--- config.mk ---
export PLATFORM = sky130hd
export DESIGN_NAME = icache_miss_ctrl
export DESIGN_NICKNAME = d
export VERILOG_FILES = /design/src/rtl/icache_miss_ctrl.sv
export SDC_FILE = /design/constraint.sdc
export NUM_CORES = 1
export LEC_CHECK = 0
export BUFFER_PORTS_ARGS = -buffer_cell sky130_fd_sc_hd__buf_2
export CAP_MARGIN = 25
export CORE_AREA = 2 2 152 154
export DETAILED_ROUTE_END_ITERATION = 7
export DIE_AREA = 0 0 154 156
export HOLD_SLACK_MARGIN = 0.06
export PLACE_DENSITY = 0.48
export SLEW_MARGIN = 20
export SYNTH_ARGS = -nofsm -noshare
export SYNTH_HDL_FRONTEND = slang
export SYNTH_SLANG_ARGS = --single-unit
--- constraint.sdc ---
create_clock -name clk -period 2.2 [get_ports clk]
set_clock_uncertainty 0.05 [all_clocks]
set_input_delay 0.22 -clock clk [delete_from_list [all_inputs] [get_ports clk]]
set_output_delay 0.22 -clock clk [all_outputs]
set_load 0.005 [all_outputs]
--- src/rtl/icache_miss_ctrl.sv ---
// Instruction-cache miss controller: stalls fetch, refills one line from local store, writes data and tag, then replays.
// Optional build macro ICACHE_CRIT_FIRST_EN: fetch the critical quadword first and wrap around the line.
module icache_miss_ctrl #(
    parameter int LINE_QW = 4,
    parameter int AW      = 32
) (
    input  logic                       clk,
    input  logic                       rst,
    input  logic                       cmiss,
    input  logic [AW-1:0]              miss_pc,
    input  logic                       flush,
    output logic                       ls_req,
    output logic [AW-1:0]              ls_addr,
    input  logic                       ls_gnt,
    input  logic                       ls_rvalid,
    input  logic [127:0]               ls_rdata,
    output logic                       ic_wr_en,
    output logic [$clog2(LINE_QW)-1:0] ic_wr_idx,
    output logic [127:0]               ic_wr_data,
    output logic                       ic_tag_wr,
    output logic [AW-1:0]              ic_line_addr,
    output logic                       stall,
    output logic                       replay,
    output logic [AW-1:0]              replay_pc
);

    localparam int QW_W  = $clog2(LINE_QW);
    localparam int CNT_W = QW_W + 1;
    localparam int OFF_W = QW_W + 4;

    localparam logic [2:0] ST_IDLE   = 3'd0;
    localparam logic [2:0] ST_REQ    = 3'd1;
    localparam logic [2:0] ST_WAIT   = 3'd2;
    localparam logic [2:0] ST_REPLAY = 3'd3;
    localparam logic [2:0] ST_DRAIN  = 3'd4;

    localparam logic [CNT_W-1:0] CNT_ZERO = {CNT_W{1'b0}};
    localparam logic [CNT_W-1:0] CNT_ONE  = CNT_W'(1);
    localparam logic [CNT_W-1:0] CNT_LAST = CNT_W'(LINE_QW - 1);

    // Quadword position within the line for the n-th transfer, rotated by the start quadword.
    function automatic logic [QW_W-1:0] qw_f(input logic [QW_W-1:0] base, input logic [QW_W-1:0] n);
        return base + n;
    endfunction

    logic [2:0]          state_r, state_nxt_s;
    logic [CNT_W-1:0]    req_cnt_r, req_cnt_nxt_s;
    logic [CNT_W-1:0]    rsp_cnt_r, rsp_cnt_nxt_s;
    logic [AW-OFF_W-1:0] line_hi_r;
    logic [AW-1:0]       pc_r;
    logic [QW_W-1:0]     crit_s;
    logic                accept_s, active_s, drain_s;
    logic                gnt_fire_s, rsp_fire_s, last_rsp_s, last_req_s, drained_s;
    logic [CNT_W-1:0]    rsp_after_s;

`ifdef ICACHE_CRIT_FIRST_EN
    logic [QW_W-1:0]     crit_r;

    // Critical quadword of the missing fetch group, captured on miss accept.
    always_ff @(posedge clk or negedge rst) begin
        if (!rst) begin
            crit_r <= {QW_W{1'b0}};
        end else if (accept_s) begin
            crit_r <= miss_pc[OFF_W-1:4];
        end
    end

    assign crit_s = crit_r;
`else
    assign crit_s = {QW_W{1'b0}};
`endif

    assign accept_s    = (state_r == ST_IDLE) && cmiss && !flush;
    assign active_s    = (state_r == ST_REQ) || (state_r == ST_WAIT);
    assign drain_s     = (state_r == ST_DRAIN);
    assign gnt_fire_s  = ls_req && ls_gnt;
    assign rsp_fire_s  = ls_rvalid && (active_s || drain_s);
    assign last_rsp_s  = (rsp_cnt_r == CNT_LAST);
    assign last_req_s  = (req_cnt_r == CNT_LAST);
    assign rsp_after_s = rsp_fire_s ? (rsp_cnt_r + CNT_ONE) : rsp_cnt_r;
    // A grant is never counted in a flush cycle, so req_cnt_r is already final here.
    assign drained_s   = (rsp_after_s == req_cnt_r);

    // Next-state and counter update logic.
    always_comb begin
        state_nxt_s   = state_r;
        req_cnt_nxt_s = req_cnt_r;
        rsp_cnt_nxt_s = rsp_after_s;
        case (state_r)
            ST_IDLE: begin
                if (accept_s) begin
                    state_nxt_s   = ST_REQ;
                    req_cnt_nxt_s = CNT_ZERO;
                    rsp_cnt_nxt_s = CNT_ZERO;
                end else begin
                    state_nxt_s   = ST_IDLE;
                end
            end
            ST_REQ, ST_WAIT: begin
                if (gnt_fire_s) begin
                    req_cnt_nxt_s = req_cnt_r + CNT_ONE;
                end else begin
                    req_cnt_nxt_s = req_cnt_r;
                end
                if (flush) begin
                    state_nxt_s = drained_s ? ST_IDLE : ST_DRAIN;
                end else if (rsp_fire_s && last_rsp_s) begin
                    state_nxt_s = ST_REPLAY;
                end else if (gnt_fire_s && last_req_s) begin
                    state_nxt_s = ST_WAIT;
                end else begin
                    state_nxt_s = state_r;
                end
            end
            ST_REPLAY: begin
                state_nxt_s = ST_IDLE;
            end
            ST_DRAIN: begin
                if (drained_s) begin
                    state_nxt_s = ST_IDLE;
                end else begin
                    state_nxt_s = ST_DRAIN;
                end
            end
            default: begin
                state_nxt_s   = ST_IDLE;
                req_cnt_nxt_s = CNT_ZERO;
                rsp_cnt_nxt_s = CNT_ZERO;
            end
        endcase
    end

    // State and transfer counters.
    always_ff @(posedge clk or negedge rst) begin
        if (!rst) begin
            state_r   <= ST_IDLE;
            req_cnt_r <= CNT_ZERO;
            rsp_cnt_r <= CNT_ZERO;
        end else begin
            state_r   <= state_nxt_s;
            req_cnt_r <= req_cnt_nxt_s;
            rsp_cnt_r <= rsp_cnt_nxt_s;
        end
    end

    // Miss PC and line address, held until the next accepted miss.
    always_ff @(posedge clk or negedge rst) begin
        if (!rst) begin
            line_hi_r <= {(AW-OFF_W){1'b0}};
            pc_r      <= {AW{1'b0}};
        end else if (accept_s) begin
            line_hi_r <= miss_pc[AW-1:OFF_W];
            pc_r      <= miss_pc;
        end
    end

    assign stall        = (state_r != ST_IDLE);
    assign ls_req       = (state_r == ST_REQ) && !flush;
    assign ls_addr      = {line_hi_r, qw_f(crit_s, req_cnt_r[QW_W-1:0]), 4'b0000};
    // Writes in a flush cycle are dropped as well so a cancelled line is never partially touched afterwards.
    assign ic_wr_en     = ls_rvalid && active_s && !flush;
    assign ic_wr_idx    = qw_f(crit_s, rsp_cnt_r[QW_W-1:0]);
    assign ic_wr_data   = ls_rdata;
    assign ic_tag_wr    = ic_wr_en && last_rsp_s;
    assign ic_line_addr = {line_hi_r, {OFF_W{1'b0}}};
    assign replay       = (state_r == ST_REPLAY) && !flush;
    assign replay_pc    = pc_r;

endmodule

---- Yosys cells after proc, flatten, opt, wreduce, memory -nomap -nowiden ----
Cells that the tools add are included.
operators by class
  bitwise gates (word level) .............. 1
  reduce and logical (&&, ||, !) cells .... 20
  add/sub/neg operators ................... 2
  multiplexer cells ....................... 12
  eq/ne operators ......................... 10
operator list
  cell                                                  count
  2-to-1 mux 3 bit                                      8
  one-hot mux 3 bit (3 select lines)                    2
  equality test 3 x 2 -> 1 bit (second input constant)  4
  logical AND 1 bit                                     11
  adder 3 x 1 -> 3 bit (second input constant)          2
  one-hot mux 3 bit (2 select lines)                    1
  inequality test 2 bit (second input constant)         2
  inequality test 4 bit (second input constant)         1
  OR reduction 2 bit                                    2
  OR reduction 4 bit                                    1
  equality test 3 x 1 -> 1 bit (second input constant)  1
  equality test 3 bit                                   1
  equality test 3 bit (second input constant)           1
  logical NOT 3 bit                                     1
  AND reduction 3 bit                                   1
  nonzero test 3 bit                                    1
  logical OR 1 bit                                      2
  logical NOT 1 bit                                     1
  2-to-1 mux 1 bit                                      1
  NOT 1 bit                                             1
storage, ports and cells
  logic and storage cells ................. 50
  output and inout port bits .............. 231
  bits of input ports ..................... 166
  bits in registers ....................... 67

---- Logic depth before layout (Yosys ltp) ----
Gate-level depths: netlist of run 1.
  depth in word-level cells ............... 9
  depth in mapped cells ................... 6
  gate-level depth less buffers ........... 6

---- Worst setup path before layout of run 1 ----
No wires, ideal clock.
  kind .................................... flip-flop to flip-flop
  from .................................... reg state_r[1]
  to ...................................... reg state_r[2]
  cell stages (with the launch flop) ...... 7
  period minus slack after synthesis ...... 1651 ps
  slack ................................... 549 ps
  data arrival time ....................... 1476 ps
  cells stage by stage .................... dfrtp_1 > buf_6 > or3_4 > nand4_4 > mux2_4 > mux2i_1 > a21oi_1
on the way
  cells in the longest elaborated chain, start to end .. 9
  elaborated cells on any way between the ends .. 19
  those cells by class .................... 5 x eq/ne; 5 x mux; 9 x reduce/logical
ends and longest elaborated chain
  element                                                                              RTL line     source
  from (decl)                                                                          46           logic [2:0] state_r, state_nxt_s;
  from (signal assigned)                                                               140          state_r <= state_nxt_s;
  equality test 3 x 1 -> 1 bit / equality test 3 x 2 -> 1 bit (equally long branches)  74, 89, 158
  logical OR 1 bit                                                                     74           assign active_s = (state_r == ST_REQ) || (state_r == ST_WAIT);
  logical OR 1 bit                                                                     77           assign rsp_fire_s = ls_rvalid && (active_s || drain_s);
  logical AND 1 bit                                                                    77
  2-to-1 mux 3 bit                                                                     80           assign rsp_after_s = rsp_fire_s ? (rsp_cnt_r + CNT_ONE) : rsp_cnt_r;
  equality test 3 bit                                                                  82           assign drained_s = (rsp_after_s == req_cnt_r);
  2-to-1 mux 3 bit                                                                     106, 119
  2-to-1 mux 3 bit                                                                     105          if (flush) begin
  one-hot mux 3 bit (3 select lines)                                                   89           case (state_r)
Several ways; a longest one is shown, not always the timed one.
A chain may end at the register's enable or synchronous reset.

---- Worst setup path in the final report of run 1 ----
  from .................................... reg state_r[0]
  to ...................................... out ic_tag_wr
on the way
  cells in the longest elaborated chain, start to end .. 5
  elaborated cells on any way between the ends .. 6
  those cells by class .................... 2 x eq/ne; 4 x reduce/logical
ends and longest elaborated chain
  element                                                                              RTL line  source
  equality test 3 x 1 -> 1 bit / equality test 3 x 2 -> 1 bit (equally long branches)  74
  logical OR 1 bit (*)                                                                 74
  logical AND 1 bit (*) (2 in a row)                                                   161       assign ic_wr_en = ls_rvalid && active_s && !flush;
  logical AND 1 bit (*)                                                                164       assign ic_tag_wr = ic_wr_en && last_rsp_s;
  to (decl)                                                                            20        output logic ic_tag_wr,
Every way passes the cells marked *; elsewhere a longest branch is shown, timed or not.

==> metrics.csv, run 1 <==
metric;value;unit
ys_types;31;
grt_max_degree;22;
ys_seq_area_frac;0.3117;
setup_ws;0.3429;ns
synthFlopType;dfrtp_1;
synth-edff-count;0;
first_pass_iters;4;
pin_count;397;
layout_common_cells;buf_2 (130), dfrtp_1 (41), mux2_2 (32);
antennaDiodeCount;0;
max_freq;538.5;MHz
async_reset_ff_frac;1.000;
yosys_warnings;0;
multi_input_area;799.5;um^2
fin_crit_sh;0.8441;
hold_buffers;1;
power.total;0.004188;W
die-width;154;um
status;finished clean;
hold_violations;0;
slowest_stage;dfrtp_1;
powerDensity;1367;mW/mm^2
irDropWorstVdd;389.0;uV
io_buffers;130;
r2r_slack;0.43;ns
finalSetupViolations;0;
reg2reg_from;state_r[2]$_DFFE_PN0P_;
path_class;register to output port;
regArea;0.001026;mm^2
stdcell_count;572;
overflow;0;
postSynthAreaPerCell;9.856;um^2
required;1.93;ns
ant_nets;0;
cts-root-buf;clkbuf_16;
drv_cap;0;
critPathBufInv;1;
regToRegEndpoint;state_r[2]$_DFFE_PN0P_;
final_util;0.1370;
crit_cells;4;
cp_data_arrival_time;1.59;ns
grt_pass1_wl;10.67;mm
place_hpwl;6.220;mm
syn_area;0.003292;mm^2
cp_cell_sequence;xor2_1 > nand2_1 > nor2_1 > buf_2;
routedWlPerCell;13.53;um
nFillCells;2532;
crit_fanout;9;
die_h;156;um
slowest_delay;0.52;ns
cts_setup_buffers;0;
clock_latency;0.29;ns
syn2layout_area_growth;-6.917;%
hold_path.class;input pin to register;
num_vias;1791;
synth.largest_area_cell;buf_4;
drc_errors;0;
grt_usage;0.06247;
clk_pin_slew;0.07;ns
maxSlewViolCount;0;
routed_wl;7.739;mm
holdPathStages;2;
avgViaCountPerCell;3.131;
cts.sinks;41;
place_inst;563;
syn_inst;334;
final_common_cell;buf_2;
rr_worst_depth;5;
place_ws;0.4435;ns
tns;0;ns
antenna_found_initial;0;
final.min_clock_period;1.857;ns
place_congestion;0.6815;
p_leak;1.486;nW
min_from;miss_pc[19];
drive_gt1_frac;0.6341;
tritoncts;built;
endpoint_kind;output port;
die_area;0.02402;mm^2
nNetsFinal;456;
core;0.02237;mm^2
start_util;0.1472;
rsz0062_at_grt;no;
synthTopCellsByArea;buf_4 (44%), dfrtp_1 (31%), mux2_2 (11%), ha_1 (1.5%), nand2_1 (1.5%);
drtIter0Drc;72;
h-tree-depth;2;
fp-row-count;55;
cts_made_buffers;5;
ys_ff_latch;41;
clk_path_buf_depth;2;
ctsResizeCount;0;
min_to;line_hi_r[13]$_DFFE_PN0P_;
crit_path_start_kind;register;
path_delay_family;flip-flops;
post-synth-top-area-fraction;0.4424;
grt_pass1_vias;1711;
## worst max path at each step
stage | start | end | slack, ns
finish | state_r[0]$_DFFE_PN0P_ | ic_tag_wr | 0.34
global route | state_r[0]$_DFFE_PN0P_ | ic_tag_wr | 0.20
CTS | state_r[0]$_DFFE_PN0P_ | ic_tag_wr | 0.29
detailed placement | state_r[2]$_DFFE_PN0P_ | state_r[2]$_DFFE_PN0P_ | 0.44
global placement | state_r[2]$_DFFE_PN0P_ | state_r[2]$_DFFE_PN0P_ | 0.45
floorplan | state_r[1]$_DFFE_PN0P_ | state_r[2]$_DFFE_PN0P_ | 0.55
## cells in the mapped netlist, types with 3 or more instances
cell type and instances:
buf_4 194, dfrtp_1 41, mux2_2 32, nand2_1 13, a21oi_1 5, buf_2 5
ha_1 4, nor2_1 4, nor2b_1 4, mux2i_1 3, xor2_1 3
## sequential cells by signal, indices dropped and copies added, names as in the netlist
name,flops
rsp_cnt_r,3
replay_pc,6
req_cnt_r,3
state_r,3
line_hi_r,26
## metrics by stage
step | hold slack (ns) | area, um^2
finish | 0.1038 | 3064
global route | 0.08842 | 3064
CTS | 0.08184 | 3064
detailed placement | 0.1636 | 2878
global placement | 0.1694 | 2878
floorplan | -0.1256 | 3326
## power breakdown
part | switching, W | internal, W | total [W] | leakage [nW]
Sequential | 0.000349 | 0.00111 | 0.00146 | 0.496
Clock | 0.000330 | 0.000567 | 0.000897 | 0.0831
Combinational | 0.000806 | 0.00102 | 0.00183 | 0.907
Total | 0.00148 | 0.00270 | 0.00419 | 1.49
## cell families (layout without fill, tap and decap cells)
group,Yosys count,count (layout),synth area share
AO/OA/AOI/OAI,15,15,0.03003
flip-flops,41,41,0.3117
multiplexers,36,36,0.1231
buffers and inverters,202,146,0.4557
AND/OR/NAND/NOR,31,31,0.05245
XOR/XNOR,4,4,0.01064
adder cells (fa/ha/maj),4,4,0.01520
other,1,10,0.001139
## final cells by class
class	count	share of cell area
inverter	2	0.002450
timing repair buffer	136	0.2278
clock buffer	6	0.04532
tap	285	0.1164
clock inverter	2	0.01225
multi-input combinational	100	0.2609
sequential	41	0.3348
## per-layer routing
| metal | GRT usage | routed length (um) |
|---|---|---|
| met5 | 0 | 0 |
| met4 | 0.05607 | 623 |
| met3 | 0.03167 | 982 |
| met2 | 0.09332 | 3309 |
| met1 | 0.06431 | 2823 |
Note: power is estimated with default switching activity, not from simulation.
==> run 2, diff against run 1 <==
--- a/config.mk
+++ b/config.mk
@@ -7,11 +7,11 @@
 export LEC_CHECK = 0
 export BUFFER_PORTS_ARGS = -buffer_cell sky130_fd_sc_hd__buf_2
 export CAP_MARGIN = 25
-export CORE_AREA = 2 2 152 154
+export CORE_AREA = 2 2 153 155
 export DETAILED_ROUTE_END_ITERATION = 7
-export DIE_AREA = 0 0 154 156
+export DIE_AREA = 0 0 155 157
 export HOLD_SLACK_MARGIN = 0.06
-export PLACE_DENSITY = 0.48
+export PLACE_DENSITY = 0.49
 export SLEW_MARGIN = 20
 export SYNTH_ARGS = -nofsm -noshare
 export SYNTH_HDL_FRONTEND = slang
==> constraint.sdc (replaced) <==
create_clock -name clk -period 1.7 [get_ports clk]
set_clock_uncertainty 0.05 [all_clocks]
set_input_delay 0.17 -clock clk [delete_from_list [all_inputs] [get_ports clk]]
set_output_delay 0.17 -clock clk [all_outputs]
set_load 0.005 [all_outputs]
==> run 2 against run 1 <==
Net effect:
- combinational power increased by 42%
- core utilization increased by 1.7 points
- register-to-register slack got worse by 0.36 ns
- first-iteration DRC count did not move
- critical path type unchanged
- largest cell class is now buffers
- largest power group unchanged
==> metrics.csv, run 2 (synthesis gave the netlist of run 1 again) <==
metric;value;unit;change
clk_pin_slew;0.07;ns;about the same
place_hpwl;6.003;mm;was 6.220 mm
layout_common_cells;buf_2 (130), dfrtp_1 (40), mux2_2 (32), dlygate4sd3_1 (32), nand2_1 (12);;was buf_2 (130), dfrtp_1 (41), mux2_2 (32)
min_from;miss_pc[22];;was miss_pc[19]
place_inst;568;;was 563
finalSetupViolations;0;;unchanged
start_util;0.1463;;was 0.1472
routedWlPerCell;12.98;um;was 13.53 um
hold_path.class;input pin to register;;unchanged
io_buffers;130;;unchanged
overflow;0;;unchanged
endpoint_kind;output port;;unchanged
clk_path_buf_depth;2;;unchanged
fin_crit_sh;0.9864;;
grt_max_degree;20;;was 22
reg2reg_from;state_r[1]$_DFFE_PN0P_;;was state_r[2]$_DFFE_PN0P_
core;0.02250;mm^2;was 0.02237 mm^2
drtIter0Drc;72;;unchanged
cts_made_buffers;5;;unchanged
antennaDiodeCount;0;;unchanged
required;1.48;ns;was 1.93 ns
num_vias;1965;;was 1,791
grt_pass1_wl;11.27;mm;was 10.67 mm
critPathMostFrequentCell;buf_6;;
largest_reg_flops;26;;unchanged
setup_ws;0.02318;ns;was 0.3429 ns
powerDensity;1601;mW/mm^2;was 1367 mW/mm^2
die_area;0.02434;mm^2;was 0.02402 mm^2
hold_violations;0;;unchanged
slowest_delay;0.42;ns;was 0.52 ns
cp_cell_sequence;buf_6 > xor2_4 > buf_6 > and3_1 > buf_2;;was xor2_1 > nand2_1 > nor2_1 > buf_2
cp_data_arrival_time;1.46;ns;was 1.59 ns
nNetsFinal;494;;was 456
fp-row-count;55;;unchanged
final_common_cell;buf_2;;unchanged
routed_wl;7.918;mm;was 7.739 mm
cts.sinks;41;;unchanged
maxSlewViolCount;0;;unchanged
holdPathStages;2;;unchanged
h-tree-depth;2;;unchanged
p_leak;1.658;nW;was 1.486 nW
die_h;157;um;was 156 um
stdcell_count;610;;was 572
crit_fanout;5;;was 9
drive_gt1_frac;0.5938;;was 0.6341
grt_pass1_vias;1999;;was 1,711
status;finished clean;;unchanged
place_ws;0.08319;ns;was 0.4435 ns
final_util;0.1542;;was 0.1370
regToRegEndpoint;state_r[2]$_DFFE_PN0P_;;unchanged
tritoncts;built;;unchanged
drc_errors;0;;unchanged
final.min_clock_period;1.677;ns;
min_to;line_hi_r[16]$_DFFE_PN0P_;;was line_hi_r[13]$_DFFE_PN0P_
slowest_stage;dfrtp_1;;unchanged
top_register;line_hi_r;;unchanged
place_congestion;0.6862;;was 0.6815
pin_count;397;;unchanged
grt_usage;0.06335;;was 0.06247
irDropWorstVdd;314.1;uV;was 389.0 uV
syn2layout_area_growth;5.435;%;was -6.917%
rr_worst_depth;5;;unchanged
drv_cap;0;;unchanged
clock_latency;0.29;ns;about the same
r2r_slack;0.07;ns;was 0.43 ns
antenna_found_initial;0;;unchanged
avgViaCountPerCell;3.221;;was 3.131
max_freq;596.4;MHz;
first_pass_iters;4;;unchanged
ant_nets;0;;unchanged
path_class;register to output port;;unchanged
crit_path_start_kind;register;;unchanged
rsz0062_at_grt;yes;;was no
cts-root-buf;clkbuf_16;;unchanged
die-width;155;um;was 154 um
-- run 2: cell types whose count changed in the layout (fill, tap and decap cells not counted), sizes merged --
cell,previous run,this run
dlygate4sd3,1,32
buf,135,142
clkbuf,6,5
clkinv,0,1
-- run 2: final cells by class --
class,instances,area (um^2)
multi-input cells,100,828.3
flip-flops and latches,41,1027
inverters,2,7.507
clock buffers,5,125.1
fillers,2502,19030
repair buffers,174,1080
well taps,285,356.6
clock inverters,3,46.29
-- run 2: worst max-delay path, delay by kind of cell, from the launching register on --
kind / cells / cell delay [ns]
buffers and inverters: 3 / 0.41
flip-flops: 1 / 0.42
AND/OR/NAND/NOR: 1 / 0.16
XOR/XNOR: 1 / 0.18
-- run 2: repair_timing --
action | 4_1_cts | 5_1_grt
pin swaps | 0 | 1
buffers inserted | 0 | 2
resized for setup | 4 | 8
endpoints found under the setup margin | 3 | 4
hold endpoints to repair | 46 | 0
hold buffers | 32 | 0
-- run 2: layer usage --
layer,vias up,routed length (um),GRT usage
met2,160,3560,0.09672
met4,0,663,0.06305
met5,-,0,0
met1,872,2677,0.05944
li1,847,-,-
met3,86,1017,0.03497
-- run 2: worst max-delay path by stage --
stage,to,startpoint
after floorplan,state_r[2]$_DFFE_PN0P_,state_r[1]$_DFFE_PN0P_
final,ic_wr_en,state_r[1]$_DFFE_PN0P_
after global routing,state_r[2]$_DFFE_PN0P_,state_r[1]$_DFFE_PN0P_
after CTS,ic_wr_en,state_r[1]$_DFFE_PN0P_
after global placement,state_r[0]$_DFFE_PN0P_,state_r[0]$_DFFE_PN0P_
after detailed placement,line_hi_r[18]$_DFFE_PN0P_,state_r[1]$_DFFE_PN0P_
-- run 2: power by group --
group / switching, W / internal, W / total [W]
sequential: 0.000377 / 0.00144 / 0.00182
combinational: 0.00111 / 0.00149 / 0.00259
clock: 0.000452 / 0.000697 / 0.00115
-- run 2: per-stage QoR --
step / setup TNS [ns] / cell area [um^2] / total power, W / hold slack [ns]
after floorplan: 0 / 3326 / 0.004069 / -0.1756
after global placement: 0 / 2915 / 0.004326 / 0.08847
after detailed placement: 0 / 2915 / 0.004335 / 0.09523
after CTS: -0.009984 / 3423 / 0.005631 / 0.07337
after global routing: -0.05683 / 3471 / 0.006097 / 0.07703
final: 0 / 3471 / 0.005558 / 0.09292
==> run 3, diff against run 2 <==
--- a/config.mk
+++ b/config.mk
@@ -7,11 +7,12 @@
 export LEC_CHECK = 0
 export BUFFER_PORTS_ARGS = -buffer_cell sky130_fd_sc_hd__buf_2
 export CAP_MARGIN = 25
-export CORE_AREA = 2 2 153 155
+export CORE_AREA = 2 2 152 154
+export CTS_CLUSTER_SIZE = 28
 export DETAILED_ROUTE_END_ITERATION = 7
-export DIE_AREA = 0 0 155 157
+export DIE_AREA = 0 0 154 156
 export HOLD_SLACK_MARGIN = 0.06
-export PLACE_DENSITY = 0.49
+export PLACE_DENSITY = 0.48
 export SLEW_MARGIN = 20
 export SYNTH_ARGS = -nofsm -noshare
 export SYNTH_HDL_FRONTEND = slang
==> constraint.sdc (replaced) <==
create_clock -name clk -period 2.1 [get_ports clk]
set_clock_uncertainty 0.05 [all_clocks]
set_input_delay 0.21 -clock clk [delete_from_list [all_inputs] [get_ports clk]]
set_output_delay 0.21 -clock clk [all_outputs]
set_load 0.005 [all_outputs]
==> run 3 against run 2 <==
Net effect:
- clock power shrank 16%
- global-route usage is 0.13 points lower
- worst setup slack gained 0.20 ns
- total power is 21% lower
- design area shrank 12%
- wire length fell by 2.2%
- sequential power fell by 16%
- largest cell class is now registers
- largest power group unchanged
- highest routed layer unchanged
==> metrics.csv, run 3 (synthesis gave the netlist of run 1 again) <==
metric;value;unit;change
p_sw_frac;0.3557;;was 0.3481
drive_gt1_frac;0.6329;;was 0.5938
antenna_found_initial;1;;was 0
fin_crit_sh;0.8929;;
place_ws;0.3466;ns;was 0.08319 ns
grt_usage;0.06205;;was 0.06335
ctsResizeCount;0;;was 4
hold_violations;0;;unchanged
drtIter0Drc;54;;was 72
num_vias;1784;;was 1,965
final_common_cell;buf_2;;unchanged
cts-root-buf;clkbuf_16;;unchanged
die-width;154;um;was 155 um
path_class;register to output port;;unchanged
first_pass_iters;4;;unchanged
powerDensity;1432;mW/mm^2;was 1601 mW/mm^2
setup_ws;0.2249;ns;was 0.02318 ns
die_area;0.02402;mm^2;was 0.02434 mm^2
routed_wl;7.741;mm;was 7.918 mm
combPwrFrac;0.431;;was 0.466
top_register;line_hi_r;;unchanged
clk_pin_slew;0.07;ns;about the same
hold_path.class;input pin to register;;unchanged
overflow;0;;unchanged
antennaDiodeCount;0;;unchanged
drc_errors;0;;unchanged
max_freq;533.3;MHz;
p_leak;1.482;nW;was 1.658 nW
endpoint_kind;output port;;unchanged
crit_path_start_kind;register;;unchanged
crit_fanout;9;;was 5
ant_nets;0;;unchanged
drv_cap;0;;unchanged
maxSlewViolCount;0;;unchanged
pin_count;397;;unchanged
start_util;0.1472;;was 0.1463
clkPwrFrac;0.221;;was 0.207
switching_power;0.001557;W;was 0.001935 W
cts_made_buffers;5;;unchanged
fp-row-count;55;;unchanged
finalSetupViolations;0;;unchanged
clock_latency;0.29;ns;about the same
grt_max_degree;24;;was 20
avgViaCountPerCell;3.124;;was 3.221
routedWlPerCell;13.56;um;was 12.98 um
cts.sinks;41;;unchanged
irDropWorstVdd;324.7;uV;was 314.1 uV
internal-power;0.002820;W;was 0.003623 W
layout_common_cells;buf_2 (130), dfrtp_1 (41), mux2_2 (32);;was buf_2 (130), dfrtp_1 (40), mux2_2 (32), dlygate4sd3_1 (32), nand2_1 (12)
grt_pass1_wl;10.70;mm;was 11.27 mm
place_hpwl;6.164;mm;was 6.003 mm
final.min_clock_period;1.875;ns;
largest_reg_flops;26;;unchanged
tns;0;ns;unchanged
io_buffers;130;;unchanged
syn2layout_area_growth;-7.146;%;was 5.435%
tritoncts;built;;unchanged
place_congestion;0.7067;;was 0.6862
nNetsFinal;455;;was 494
h-tree-depth;2;;unchanged
cp_data_arrival_time;1.62;ns;was 1.46 ns
nFillCells;2529;;was 2,502
core;0.02237;mm^2;was 0.02250 mm^2
rsz0062_at_grt;no;;was yes
required;1.84;ns;was 1.48 ns
clk_path_buf_depth;2;;unchanged
r2r_slack;0.34;ns;was 0.07 ns
grt_pass1_vias;1725;;was 1,999
seq_power_share;0.348;;was 0.327
status;finished clean;;unchanged
die_h;156;um;was 157 um
run 3: timing repair:
item	4_1_cts	5_1_grt
hold buffers	1	0
hold endpoints to repair	18	0
buffers inserted	0	0
run 3: area by class of cell:
type / instances / area, um^2 / share of cell area
multi-input cells: 100 / 799.5 / 0.2616
clock buffers: 6 / 138.9 / 0.04544
inverters: 2 / 7.507 / 0.002456
well taps: 285 / 356.6 / 0.1167
clock inverters: 2 / 37.54 / 0.01228
repair buffers: 135 / 690.7 / 0.2260
flip-flops and latches: 41 / 1026 / 0.3357
run 3: path summary, 6_finish.rpt:
check | start | endpoint | cells after the start
min in group asynchronous | rst | line_hi_r[13]$_DFFE_PN0P_ | 2
worst max-delay path | state_r[0]$_DFFE_PN0P_ | ic_tag_wr | 4
worst min register to register | replay_pc[0]$_DFFE_PN0P_ | replay_pc[0]$_DFFE_PN0P_ | 1
worst max register to register | state_r[2]$_DFFE_PN0P_ | state_r[2]$_DFFE_PN0P_ | 5
max in group asynchronous | rst | line_hi_r[22]$_DFFE_PN0P_ | 3
worst min-delay path | miss_pc[21] | line_hi_r[15]$_DFFE_PN0P_ | 2
run 3: critical path: stages (launching register included):
cell and delay [ns]:
dfrtp_1 0.52, xor2_1 0.34, nand2_1 0.15, nor2_1 0.18
buf_2 0.14
run 3: power by group through the flow:
stage / sequential [W] / combinational, W / clock [W]
4_1_cts: 0.00154 / 0.00193 / 0.00103
3_3_place_gp: 0.00155 / 0.00194 / 0
6_report: 0.00152 / 0.00189 / 0.000966
2_1_floorplan: 0.00149 / 0.00181 / 0
5_1_grt: 0.00160 / 0.00212 / 0.00105
3_5_place_dp: 0.00156 / 0.00192 / 0
run 3: routing by layer:
| metal | vias to the layer above | share of wire | global-route usage |
|---|---|---|---|
| li1 | 768 | - | - |
| met3 | 71 | 0.12 | 0.03083 |
| met1 | 790 | 0.38 | 0.06600 |
| met2 | 155 | 0.42 | 0.09161 |
| met5 | - | 0 | 0 |
| met4 | 0 | 0.079 | 0.05340 |
run 3: metrics by stage:
stage | util | power [W] | cell area, um^2 | hold WS (ns) | cells
after floorplan | - | 0.003294 | 3326 | -0.1356 | 343
after global placement | 0.1283 | 0.003488 | 2870 | 0.04135 | 562
after detailed placement | 0.1283 | 0.003485 | 2870 | 0.04412 | 562
after CTS | 0.1367 | 0.004505 | 3057 | 0.07158 | 571
after global routing | 0.1367 | 0.004766 | 3057 | 0.07466 | 571
final | 0.1367 | 0.004377 | 3057 | 0.08947 | 571
